$ cat src/rtl/sad_block_accumulator_pkg.sv
// Shared widths, FSM encoding and pixel helper for the SAD block accumulator.
// Latency: n/a (declarations only).
// Backpressure: n/a.
package sad_pkg;

  localparam int SAD_W      = 13;
  localparam int PIX_W      = 8;
  localparam int LANES      = 4;
  localparam int LANE_SUM_W = 10;
  localparam int WORD_W     = PIX_W * LANES;
  localparam int CNT_W      = 8;

  typedef enum logic [1:0] {
    ST_IDLE  = 2'd0,
    ST_ACCUM = 2'd1,
    ST_DRAIN = 2'd2,
    ST_DONE  = 2'd3
  } sad_state_t;

  // Unsigned |a - b| of one 8-bit pixel; result always fits in 8 bits.
  function automatic logic [PIX_W-1:0] pix_absdiff(input logic [PIX_W-1:0] a,
                                                   input logic [PIX_W-1:0] b);
    return (a > b) ? (a - b) : (b - a);
  endfunction

endpackage

$ cat src/rtl/sad_block_accumulator_if.sv
// Word stream in / SAD results out between the memory read side and the accumulator.
// Latency: n/a (wiring only).
// Backpressure: in_ready qualifies in_valid; a word moves on in_valid & in_ready.
interface sad_block_accumulator_if;
  import sad_pkg::*;

  logic              start;
  logic              in_valid;
  logic              in_ready;
  logic [WORD_W-1:0] frame_word;
  logic [WORD_W-1:0] window_word_A;
  logic [WORD_W-1:0] window_word_B;
  logic [SAD_W-1:0]  SAD_value_small_A;
  logic [SAD_W-1:0]  SAD_value_small_B;
  logic              sad_done;
  logic              busy;

  // Producer / control side
  modport master (
    output start, in_valid, frame_word, window_word_A, window_word_B,
    input  in_ready, SAD_value_small_A, SAD_value_small_B, sad_done, busy
  );

  // Accumulator side
  modport slave (
    input  start, in_valid, frame_word, window_word_A, window_word_B,
    output in_ready, SAD_value_small_A, SAD_value_small_B, sad_done, busy
  );

endinterface

$ cat src/rtl/sad_block_accumulator_absdiff4.sv
// Four-lane absolute difference of two packed pixel words, summed to 10 bits.
// Latency: combinational.
// Backpressure: none.
module sad_absdiff4
  import sad_pkg::*;
(
  input  logic [WORD_W-1:0]     frame_i,
  input  logic [WORD_W-1:0]     window_i,
  output logic [LANE_SUM_W-1:0] sum_o
);

  // Per-lane |frame - window| summed; 4 x 255 = 1020 fits in 10 bits
  always_comb begin
    sum_o = '0;
    for (int l = 0; l < LANES; l++) begin
      sum_o = sum_o + LANE_SUM_W'(pix_absdiff(frame_i[l*PIX_W +: PIX_W],
                                              window_i[l*PIX_W +: PIX_W]));
    end
  end

endmodule

$ cat src/rtl/sad_block_accumulator.sv
// Accumulates per-byte SAD of a frame word against two candidate windows over one block.
// Latency: word at edge k reaches the accumulators at k+1; last word at k -> sad_done after k+2.
// Backpressure: in_ready only in ACCUM until the block is full; SAD_SATURATE_EN clamps at 8191.
module sad_block_accumulator
  import sad_pkg::*;
#(
  // Words per block, legal range 1..255 (counter is 8 bits and never wraps)
  parameter int WORDS_PER_BLOCK = 8
) (
  input  logic                    Clk,
  input  logic                    Reset,
  sad_block_accumulator_if.slave  bus
);

  localparam logic [CNT_W-1:0] WPB_C    = CNT_W'(WORDS_PER_BLOCK);
  localparam logic [CNT_W-1:0] WPB_LAST = CNT_W'(WORDS_PER_BLOCK - 1);

  sad_state_t             state_q, state_d;
  logic [CNT_W-1:0]       cnt_q, cnt_d;
  logic                   s1_vld_q, s1_vld_d;
  logic [LANE_SUM_W-1:0]  s1_sum_a_q, s1_sum_a_d;
  logic [LANE_SUM_W-1:0]  s1_sum_b_q, s1_sum_b_d;
  logic [SAD_W-1:0]       acc_a_q, acc_a_d;
  logic [SAD_W-1:0]       acc_b_q, acc_b_d;

  logic [LANE_SUM_W-1:0]  lane_sum_a;
  logic [LANE_SUM_W-1:0]  lane_sum_b;
  logic                   accept;

  // Accumulator add; the saturating build clamps at the 13-bit maximum
  function automatic logic [SAD_W-1:0] acc_add(input logic [SAD_W-1:0]      acc,
                                               input logic [LANE_SUM_W-1:0] inc);
`ifdef SAD_SATURATE_EN
    logic [SAD_W:0] full;
    full = {1'b0, acc} + (SAD_W+1)'(inc);
    return full[SAD_W] ? {SAD_W{1'b1}} : full[SAD_W-1:0];
`else
    return acc + SAD_W'(inc);
`endif
  endfunction

  sad_absdiff4 u_absdiff_a (
    .frame_i  (bus.frame_word),
    .window_i (bus.window_word_A),
    .sum_o    (lane_sum_a)
  );

  sad_absdiff4 u_absdiff_b (
    .frame_i  (bus.frame_word),
    .window_i (bus.window_word_B),
    .sum_o    (lane_sum_b)
  );

  // start wins over a same-cycle word, so that word is never consumed
  assign accept = (state_q == ST_ACCUM) && (cnt_q < WPB_C) && bus.in_valid && !bus.start;

  // FSM state register
  always_ff @(posedge Clk or negedge Reset) begin
    if (!Reset) begin
      state_q <= ST_IDLE;
    end else begin
      state_q <= state_d;
    end
  end

  // FSM next state; DRAIN holds until stage 1 is empty, i.e. the last add has landed
  always_comb begin
    state_d = state_q;
    if (bus.start) begin
      state_d = ST_ACCUM;
    end else begin
      case (state_q)
        ST_IDLE:  state_d = ST_IDLE;
        ST_ACCUM: if (accept && (cnt_q == WPB_LAST)) state_d = ST_DRAIN;
        ST_DRAIN: if (!s1_vld_q) state_d = ST_DONE;
        ST_DONE:  state_d = ST_IDLE;
        default:  state_d = ST_IDLE;
      endcase
    end
  end

  // FSM outputs
  always_comb begin
    bus.in_ready = (state_q == ST_ACCUM) && (cnt_q < WPB_C);
    bus.busy     = (state_q != ST_IDLE);
    bus.sad_done = (state_q == ST_DONE);
  end

  // Datapath next state: stage-1 capture on accept, stage-2 add when stage 1 is valid
  always_comb begin
    cnt_d      = cnt_q;
    s1_vld_d   = accept;
    s1_sum_a_d = s1_sum_a_q;
    s1_sum_b_d = s1_sum_b_q;
    acc_a_d    = acc_a_q;
    acc_b_d    = acc_b_q;
    if (bus.start) begin
      cnt_d    = '0;
      s1_vld_d = 1'b0;
      acc_a_d  = '0;
      acc_b_d  = '0;
    end else begin
      if (accept) begin
        cnt_d      = cnt_q + 1'b1;
        s1_sum_a_d = lane_sum_a;
        s1_sum_b_d = lane_sum_b;
      end
      if (s1_vld_q) begin
        acc_a_d = acc_add(acc_a_q, s1_sum_a_q);
        acc_b_d = acc_add(acc_b_q, s1_sum_b_q);
      end
    end
  end

  // Datapath registers
  always_ff @(posedge Clk or negedge Reset) begin
    if (!Reset) begin
      cnt_q      <= '0;
      s1_vld_q   <= 1'b0;
      s1_sum_a_q <= '0;
      s1_sum_b_q <= '0;
      acc_a_q    <= '0;
      acc_b_q    <= '0;
    end else begin
      cnt_q      <= cnt_d;
      s1_vld_q   <= s1_vld_d;
      s1_sum_a_q <= s1_sum_a_d;
      s1_sum_b_q <= s1_sum_b_d;
      acc_a_q    <= acc_a_d;
      acc_b_q    <= acc_b_d;
    end
  end

  // Results come straight from the accumulators and hold through IDLE
  assign bus.SAD_value_small_A = acc_a_q;
  assign bus.SAD_value_small_B = acc_b_q;

endmodule

$ cat src/flat_wrapper.sv
// flat-port wrapper written by rule: the top's interface ports become plain ports
module sad_block_accumulator_flat import sad_pkg::*;
#(
                                                                            
  parameter int WORDS_PER_BLOCK = 8
)
  (Clk, Reset, bus_start, bus_in_valid, bus_frame_word, bus_window_word_A, bus_window_word_B, bus_in_ready, bus_SAD_value_small_A, bus_SAD_value_small_B, bus_sad_done, bus_busy);
  sad_block_accumulator_if bus_i ();
  input  logic Clk;
  input  logic Reset;
  input wire logic [$bits(bus_i.start)-1:0] bus_start;
  input wire logic [$bits(bus_i.in_valid)-1:0] bus_in_valid;
  input wire logic [$bits(bus_i.frame_word)-1:0] bus_frame_word;
  input wire logic [$bits(bus_i.window_word_A)-1:0] bus_window_word_A;
  input wire logic [$bits(bus_i.window_word_B)-1:0] bus_window_word_B;
  output wire logic [$bits(bus_i.in_ready)-1:0] bus_in_ready;
  output wire logic [$bits(bus_i.SAD_value_small_A)-1:0] bus_SAD_value_small_A;
  output wire logic [$bits(bus_i.SAD_value_small_B)-1:0] bus_SAD_value_small_B;
  output wire logic [$bits(bus_i.sad_done)-1:0] bus_sad_done;
  output wire logic [$bits(bus_i.busy)-1:0] bus_busy;
  assign bus_i.start = bus_start;
  assign bus_i.in_valid = bus_in_valid;
  assign bus_i.frame_word = bus_frame_word;
  assign bus_i.window_word_A = bus_window_word_A;
  assign bus_i.window_word_B = bus_window_word_B;
  assign bus_in_ready = bus_i.in_ready;
  assign bus_SAD_value_small_A = bus_i.SAD_value_small_A;
  assign bus_SAD_value_small_B = bus_i.SAD_value_small_B;
  assign bus_sad_done = bus_i.sad_done;
  assign bus_busy = bus_i.busy;
  sad_block_accumulator #(.WORDS_PER_BLOCK(WORDS_PER_BLOCK)) u_core (.Clk(Clk), .Reset(Reset), .bus(bus_i));
endmodule
$ cat config.mk
export PLATFORM = sky130hd
export DESIGN_NAME = sad_block_accumulator_flat
export DESIGN_NICKNAME = d
export VERILOG_FILES = /design/src/rtl/sad_block_accumulator_pkg.sv /design/src/rtl/sad_block_accumulator_if.sv /design/src/rtl/sad_block_accumulator_absdiff4.sv /design/src/rtl/sad_block_accumulator.sv /design/src/flat_wrapper.sv
export SDC_FILE = /design/constraint.sdc
export NUM_CORES = 1
export LEC_CHECK = 0
export ABC_AREA = 1
export BUFFER_PORTS_ARGS = -buffer_cell sky130_fd_sc_hd__buf_2
export CAP_MARGIN = 20
export CORE_MARGIN = 3
export CORE_UTILIZATION = 60
export DETAILED_ROUTE_END_ITERATION = 16
export GPL_TIMING_DRIVEN = 0
export PLACE_DENSITY = 0.82
export SLEW_MARGIN = 40
export SYNTH_ARGS = -nofsm -noshare
export SYNTH_HDL_FRONTEND = slang
export SYNTH_SLANG_ARGS = --single-unit
$ cat constraint.sdc
create_clock -name Clk -period 3 [get_ports Clk]
set_input_delay 0.15 -clock Clk [delete_from_list [all_inputs] [get_ports Clk]]
set_output_delay 0.15 -clock Clk [all_outputs]
set_load 0.03 [all_outputs]
### Yosys cells after proc, flatten, opt, wreduce, memory -nomap -nowiden

Index checks and enable logic that the tools add are counted.

* add/sub/neg operators: 25
* order comparisons: 9
* equality and inequality tests: 6
* mux-type cells: 19
* bitwise logic cells: 1
* reduce and logical (&&, ||, !) cells: 12

Operator list (count)
* 8-bit subtractor: 16
* 8-bit two-way mux: 10
* 8-bit greater-than comparator: 8
* 13-bit two-way mux: 4
* 13-bit by 10-bit adder with 13-bit output: 2
* 10-bit by 8-bit adder with 10-bit output: 2
* 9-bit by 8-bit adder with 10-bit output: 2
* 8-bit by 8-bit adder with 9-bit output: 2
* 8-bit by 1-bit adder with 8-bit output, second input constant: 1
* 8-bit by 3-bit equality test with 1-bit output, second input constant: 1
* 8-bit by 4-bit < comparator with 1-bit output, second input constant: 1
* 2-bit two-way mux: 3
* 3-bit != test, second input constant: 2
* 2-bit case mux with 3 select lines: 1
* 2-bit nonzero test: 3
* 2-bit equality test, second input constant: 2
* 1-bit logical AND: 4
* 2-bit AND reduction: 2
* 2-bit by 1-bit equality test with 1-bit output, second input constant: 1
* 2-bit logical NOT: 1
* 2-bit OR reduction: 1
* 1-bit logical NOT: 1
* 1-bit two-way mux: 1
* 1-bit NOT: 1

* register bits: 57
* bits of input ports: 100
* output and inout port bits: 29
* logic and storage cells: 79

### Depth between registers and ports, before layout

* depth in word-level cells: 8
* gate-level depth with buffers: 27
* mapped depth without buffers: 26

### By module

A second synthesis with hierarchy kept.

* cell total of the unflattened synthesis: 1850
* area total of the unflattened synthesis: 11494.8 um2

Modules (own cells, without submodules)
* sad_absdiff4 (u_core.u_absdiff_b): times used 1, cells each 687, area each 4020.1 um2, sequential area each 0.0 um2
* sad_absdiff4 (u_core.u_absdiff_a): times used 1, cells each 674, area each 3987.6 um2, sequential area each 0.0 um2
* sad_block_accumulator: times used 1, cells each 489, area each 3487.1 um2, sequential area each 1426.4 um2

### Worst setup path after synthesis

OpenSTA, ideal clock, no wires.

* path kind: in2reg
* start: input bus_frame_word[24]
* end: register u_core.s1_sum_b_q[7]
* library setup time: 0.119 ns
* arrival time: 3.541 ns
* required time: 2.881 ns
* setup slack: -0.659 ns
* stages on the path: 21
* path buffers: 0
* cells stage by stage: inv_1 -> ha_1 -> inv_1 -> fa_1 -> nand2_1 -> nand2_1 -> nand2_1 -> nand2_1 -> nand2_2 -> inv_2 -> nand2_1 -> nand2_1 -> fa_1 -> fa_1 -> ha_1 -> fa_1 -> nand3_1 -> nand2_1 -> a21oi_1 -> xor2_1 -> o21ai_2

* longest elaborated chain between the ends: 3
* elaborated cells between the ends (all ways): 5
* classes of those cells: add/sub: 3; order compare: 1; mux: 1

Ends and longest elaborated chain
* start, declared: RTL line flat_wrapper.sv:13 `input wire logic [$bits(bus_i.frame_word)-1:0] bus_frame_word;`
* 8-bit subtractor / 8-bit greater-than comparator (equally long branches): RTL line sad_block_accumulator_pkg.sv:23 `return (a > b) ? (a - b) : (b - a);`
* 8-bit two-way mux (*): RTL line sad_block_accumulator_pkg.sv:23
* 10-bit by 8-bit adder with 10-bit output (*): RTL line sad_block_accumulator_absdiff4.sv:16 `sum_o = sum_o + LANE_SUM_W'(pix_absdiff(frame_i[l*PIX_W +: PIX_W],`
* end signal, assigned: RTL line sad_block_accumulator.sv:128 `s1_sum_b_q <= s1_sum_b_d;`
* end, declared: RTL line sad_block_accumulator.sv:22 `logic [LANE_SUM_W-1:0] s1_sum_b_q, s1_sum_b_d;`

Mark *: on every way between the ends. The rest lies on a longest branch, timed or not.
A chain may end at the register's enable or synchronous reset.

### Worst setup path after layout

* start: input bus_frame_word[8]
* end: register u_core.s1_sum_b_q[7]

* longest elaborated chain between the ends: 5
* elaborated cells between the ends (all ways): 7
* classes of those cells: add/sub: 5; order compare: 1; mux: 1

Ends and longest elaborated chain (RTL line)
* 8-bit subtractor / 8-bit greater-than comparator (equally long branches): sad_block_accumulator_pkg.sv:23
* 8-bit two-way mux (*): sad_block_accumulator_pkg.sv:23
* 8-bit by 8-bit adder with 9-bit output (*): sad_block_accumulator_absdiff4.sv:16
* 9-bit by 8-bit adder with 10-bit output (*): sad_block_accumulator_absdiff4.sv:16
* 10-bit by 8-bit adder with 10-bit output (*): sad_block_accumulator_absdiff4.sv:16

Marks and branches as above.

==> summary.txt <==
Routing
  – Initial DRC Count: 839
  – Vias per cell: 5.557
  – WL/cell: 16.06 um
  – Via count: 11554
  – Routed Wire Length: 33390 um
  – Post-route DRC: 0
  – Antenna Nets Post-Route: 0
  – Drt pass-1 iters: 5

Clock network
  – Total clock sinks: 57
  – CTS tree: built
  – Latest clock arrival within the worst-skew pair: 0.32 ns
  – CTS clk-pin slew, worst paths: 0.05 ns
  – Clock root buffer master: clkbuf_16
  – Max clock buf depth: 2
  – Cts bufs inserted: 9
  – H-tree depth: 3

Timing
  – RSZ-0062 raised after global routing: yes
  – Finish-stage setup viols: 16
  – Hold Fails Final Rpt: 0
  – Worst Tran Pin Value: 0.7161 ns
  – Worst setup margin: -0.5852 ns
  – Period minus WS final: 3.585 ns
  – Tcrit/Tclk final: 119.5%
  – Final Max Tran Viols: 0
  – Maximum clock rate: 0.2789 GHz
  – Slew headroom: 52.26%
  – Final Skew: 0.005214 ns

Synth
  – Seq/Total Area, Yosys: 13.03%
  – Post-synth top area share: 18.75%
  – Synth warnings: 0
  – Simple-gate area share of the yosys netlist: 27.50%
  – Post-synthesis mux area share: 0%
  – Synth area leaders: ha_1 19%, nand2_1 16%, dfrtp_1 13%
  – EDFF count, synth: 0
  – Post-synthesis net count: 1951
  – Synth Area in XOR/XNOR: 7.522%
  – Top cell type by total area after synthesis: ha_1
  – Synth async-reset ratio: 100.0%
  – Synthesized instance count: 1637
  – Main synth FF type: dfrtp_1
  – Largest family of logic cells by synthesized area: adder cells
  – Compound-Gate Fraction of Synth Area: 12.14%
  – Syn Area/Cell: 6.686 sq um
  – Cell with the most instances after synthesis: nand2_1
  – Synth top cells by count: 480 x nand2_1, 269 x inv_1, 164 x ha_1
  – Post-Synth Adder-Cell Area: 27.89%
  – FF+latch count, synth: 57
  – Unique masters post-synth: 43
  – Post-Syn Area: 0.01095 sq mm

Floorplan
  – Die W: 141.1 um
  – Die height: 141.1 um
  – Initial Utilization: 62.20%
  – Core box area: 0.01760 sq mm
  – Core Rows: 48
  – Die ar.: 0.01990 sq mm
  – Top Ports: 129

GRT
  – Total Routing Usage GR: 30.32%
  – GR Overflow Total: 0
  – First-pass GRT wire length: 50470 um
  – Vias in the first global route: 10915
  – Largest net degree at the start of global routing: 58
  – Initial antenna violation count: 0

Finish
  – Filler cells: 1172
  – Share of layout cells above drive strength 1: 28.26%
  – NumNets Final: 2163
  – ANT cells: 0
  – Fin area: 0.01416 sq mm
  – Area Growth Syn to Fin: 29.39%

Power and ir drop
  – PD cells: 853.8 mW/mm^2
  – Max VDD drop: 0.6937 mV
  – Total Power: 12.09 mW
  – P_leak: 7.734 nW

Outcome
  – Status: finished, violations left
  – Violated checks: setup timing

Critical path
  – CP Capture Type: flop
  – Worst flop-to-flop path startpoint: u_core.bus.SAD_value_small_A[0]$_DFFE_PN0P_
  – Crit Path Category: in2reg
  – Crit path cell chain: buf_12, inv_16, ha_4, inv_4, fa_2, nand2_2, o211ai_2, nand2_2, a21o_1, nand2_1, nand2_2, fa_1, fa_1, ha_4, fa_2, nand3_2, nand2_2, a21oi_2, xor2_1, o21ai_2
  – Most common cell type on the critical path: nand2_2
  – CP max FO: 3
  – Slowest CP cell: fa_1
  – Required time worst endpoint: 3.21 ns
  – Worst Path Buf+Inv: 3
  – FF-to-FF End: u_core.bus.SAD_value_small_A[10]$_DFFE_PN0P_
  – Arrival time worst endpoint: 3.80 ns
  – R2R setup slack: 1.04 ns
  – CP Launch Type: input pin
  – FF-to-FF path depth: 8
  – CP top delay family: adder cells
  – CP peak stage delay: 0.53 ns

Min path
  – Hold Path Sink: u_core.cnt_q[7]$_DFFE_PN0P_
  – Hold Startpoint: bus_start
  – WHS Path Cells: 2
  – Hold crit path type: in2reg

Placed design
  – Pre-CTS WS: -0.9032 ns
  – Final HPWL DP: 23990 um
  – I/O Buffers: 127
  – Placed Area: 0.01249 sq mm
  – Placer congestion estimate: 0.9608

Job
  – Maxcap violations: 0
==> layer usage <==
metal  share of wire [%]  GRT usage [%]  vias up
li1                    -              -     5548
met1                  40          37.83     5393
met2                  51          55.51      505
met3                 6.3          2.985      108
met4                 3.1          8.363        0
met5                   0              0        -
==> cell usage in the layout (no fill, tap or decap), drive strengths merged, types with 4 or more instances in the layout <==
cell    netlist  routed
a21oi       106     106
a22o          5       5
nor2        109     109
clkbuf        9      16
ha          164     164
nand4        20      20
buf          26     230
nand3        87      87
xor2         68      68
o21a         14      14
a21o         11      11
a21boi        5       5
dfrtp        57      57
o21ai        61      61
fa           50      50
or2           4       4
inv         290     290
nand2       498     498
nor3          4       4
clkinv        1       4
o211ai       17      17
xnor2        26      26
==> worst max-delay path by stage <==
stage	from	end	slack, ns	cells after the start
after global routing	bus_frame_word[8]	u_core.s1_sum_b_q[7]$_DFFE_PN0P_	-0.62	20
final	bus_frame_word[8]	u_core.s1_sum_b_q[7]$_DFFE_PN0P_	-0.59	20
after detailed placement	bus_frame_word[8]	u_core.s1_sum_a_q[7]$_DFFE_PN0P_	-0.90	22
after CTS	bus_frame_word[24]	u_core.s1_sum_a_q[7]$_DFFE_PN0P_	-0.45	22
after global placement	bus_frame_word[8]	u_core.s1_sum_a_q[7]$_DFFE_PN0P_	-0.88	22
after floorplan	bus_frame_word[24]	u_core.s1_sum_b_q[7]$_DFFE_PN0P_	-0.37	21
==> area by class of cell <==
class | count | area [sq um] | area share, %
tap | 225 | 281.5 | 1.988
clock buffer | 11 | 242.7 | 1.714
buffer | 29 | 266.5 | 1.882
inverter | 291 | 1165 | 8.225
timing repair buffer | 207 | 1396 | 9.860
multi-input combinational | 1254 | 9305 | 65.70
sequential | 57 | 1426 | 10.07
clock inverter | 5 | 78.83 | 0.5566
==> cells by family after synthesis <==
family,Yosys count
buffers and inverters,326
xor gates and xnor gates,94
DFF,57
and+or+nand+nor,724
AOI/OAI and AO/OA,222
adders and majority gates,214
==> stage by stage <==
step	instances	hold slack [ns]	util (%)	TNS (ns)
3_3_place_gp	1989	0.4616	70.95	-10.19
5_1_grt	2079	0.1420	80.48	-7.240
4_1_cts	2053	0.1245	77.03	-4.566
2_1_floorplan	1637	-0.1456	-	-2.903
6_report	2079	0.1214	80.48	-5.980
3_5_place_dp	1989	0.2506	70.97	-10.91
==> registers in the layout, summed over array words and instances, names as in the netlist <==
| name | count |
|---|---|
| u_core.bus.SAD_value_small_A | 13 |
| u_core.bus.SAD_value_small_B | 13 |
| u_core.s1_sum_b_q | 10 |
| u_core.state_q | 2 |
| u_core.s1_sum_a_q | 10 |
| u_core.s1_vld_q | 1 |
| u_core.cnt_q | 8 |
==> timing repair <==
item	CTS	global route
setup endpoints to repair	16	16
resized for setup	95	129
endpoints found under the hold margin	57	0
hold buffers	1	0
pin swaps	79	93
buffers inserted	51	31
gates cloned	0	0
==> worst reg2reg max path: stages, from the launching register on <==
cell     delay [ns]
dfrtp_1        0.42
ha_1           0.26
fa_1           0.43
nand3_1        0.10
nand2_1        0.11
nand2_1        0.12
nand4_1        0.16
a21oi_1        0.19
nor2_1         0.06
==> power breakdown <==
part           internal (mW)  switching (mW)
clock network          0.747           0.350
logic                   4.21            5.49
registers               1.03           0.261
Note: power is estimated with default switching activity, not from simulation.
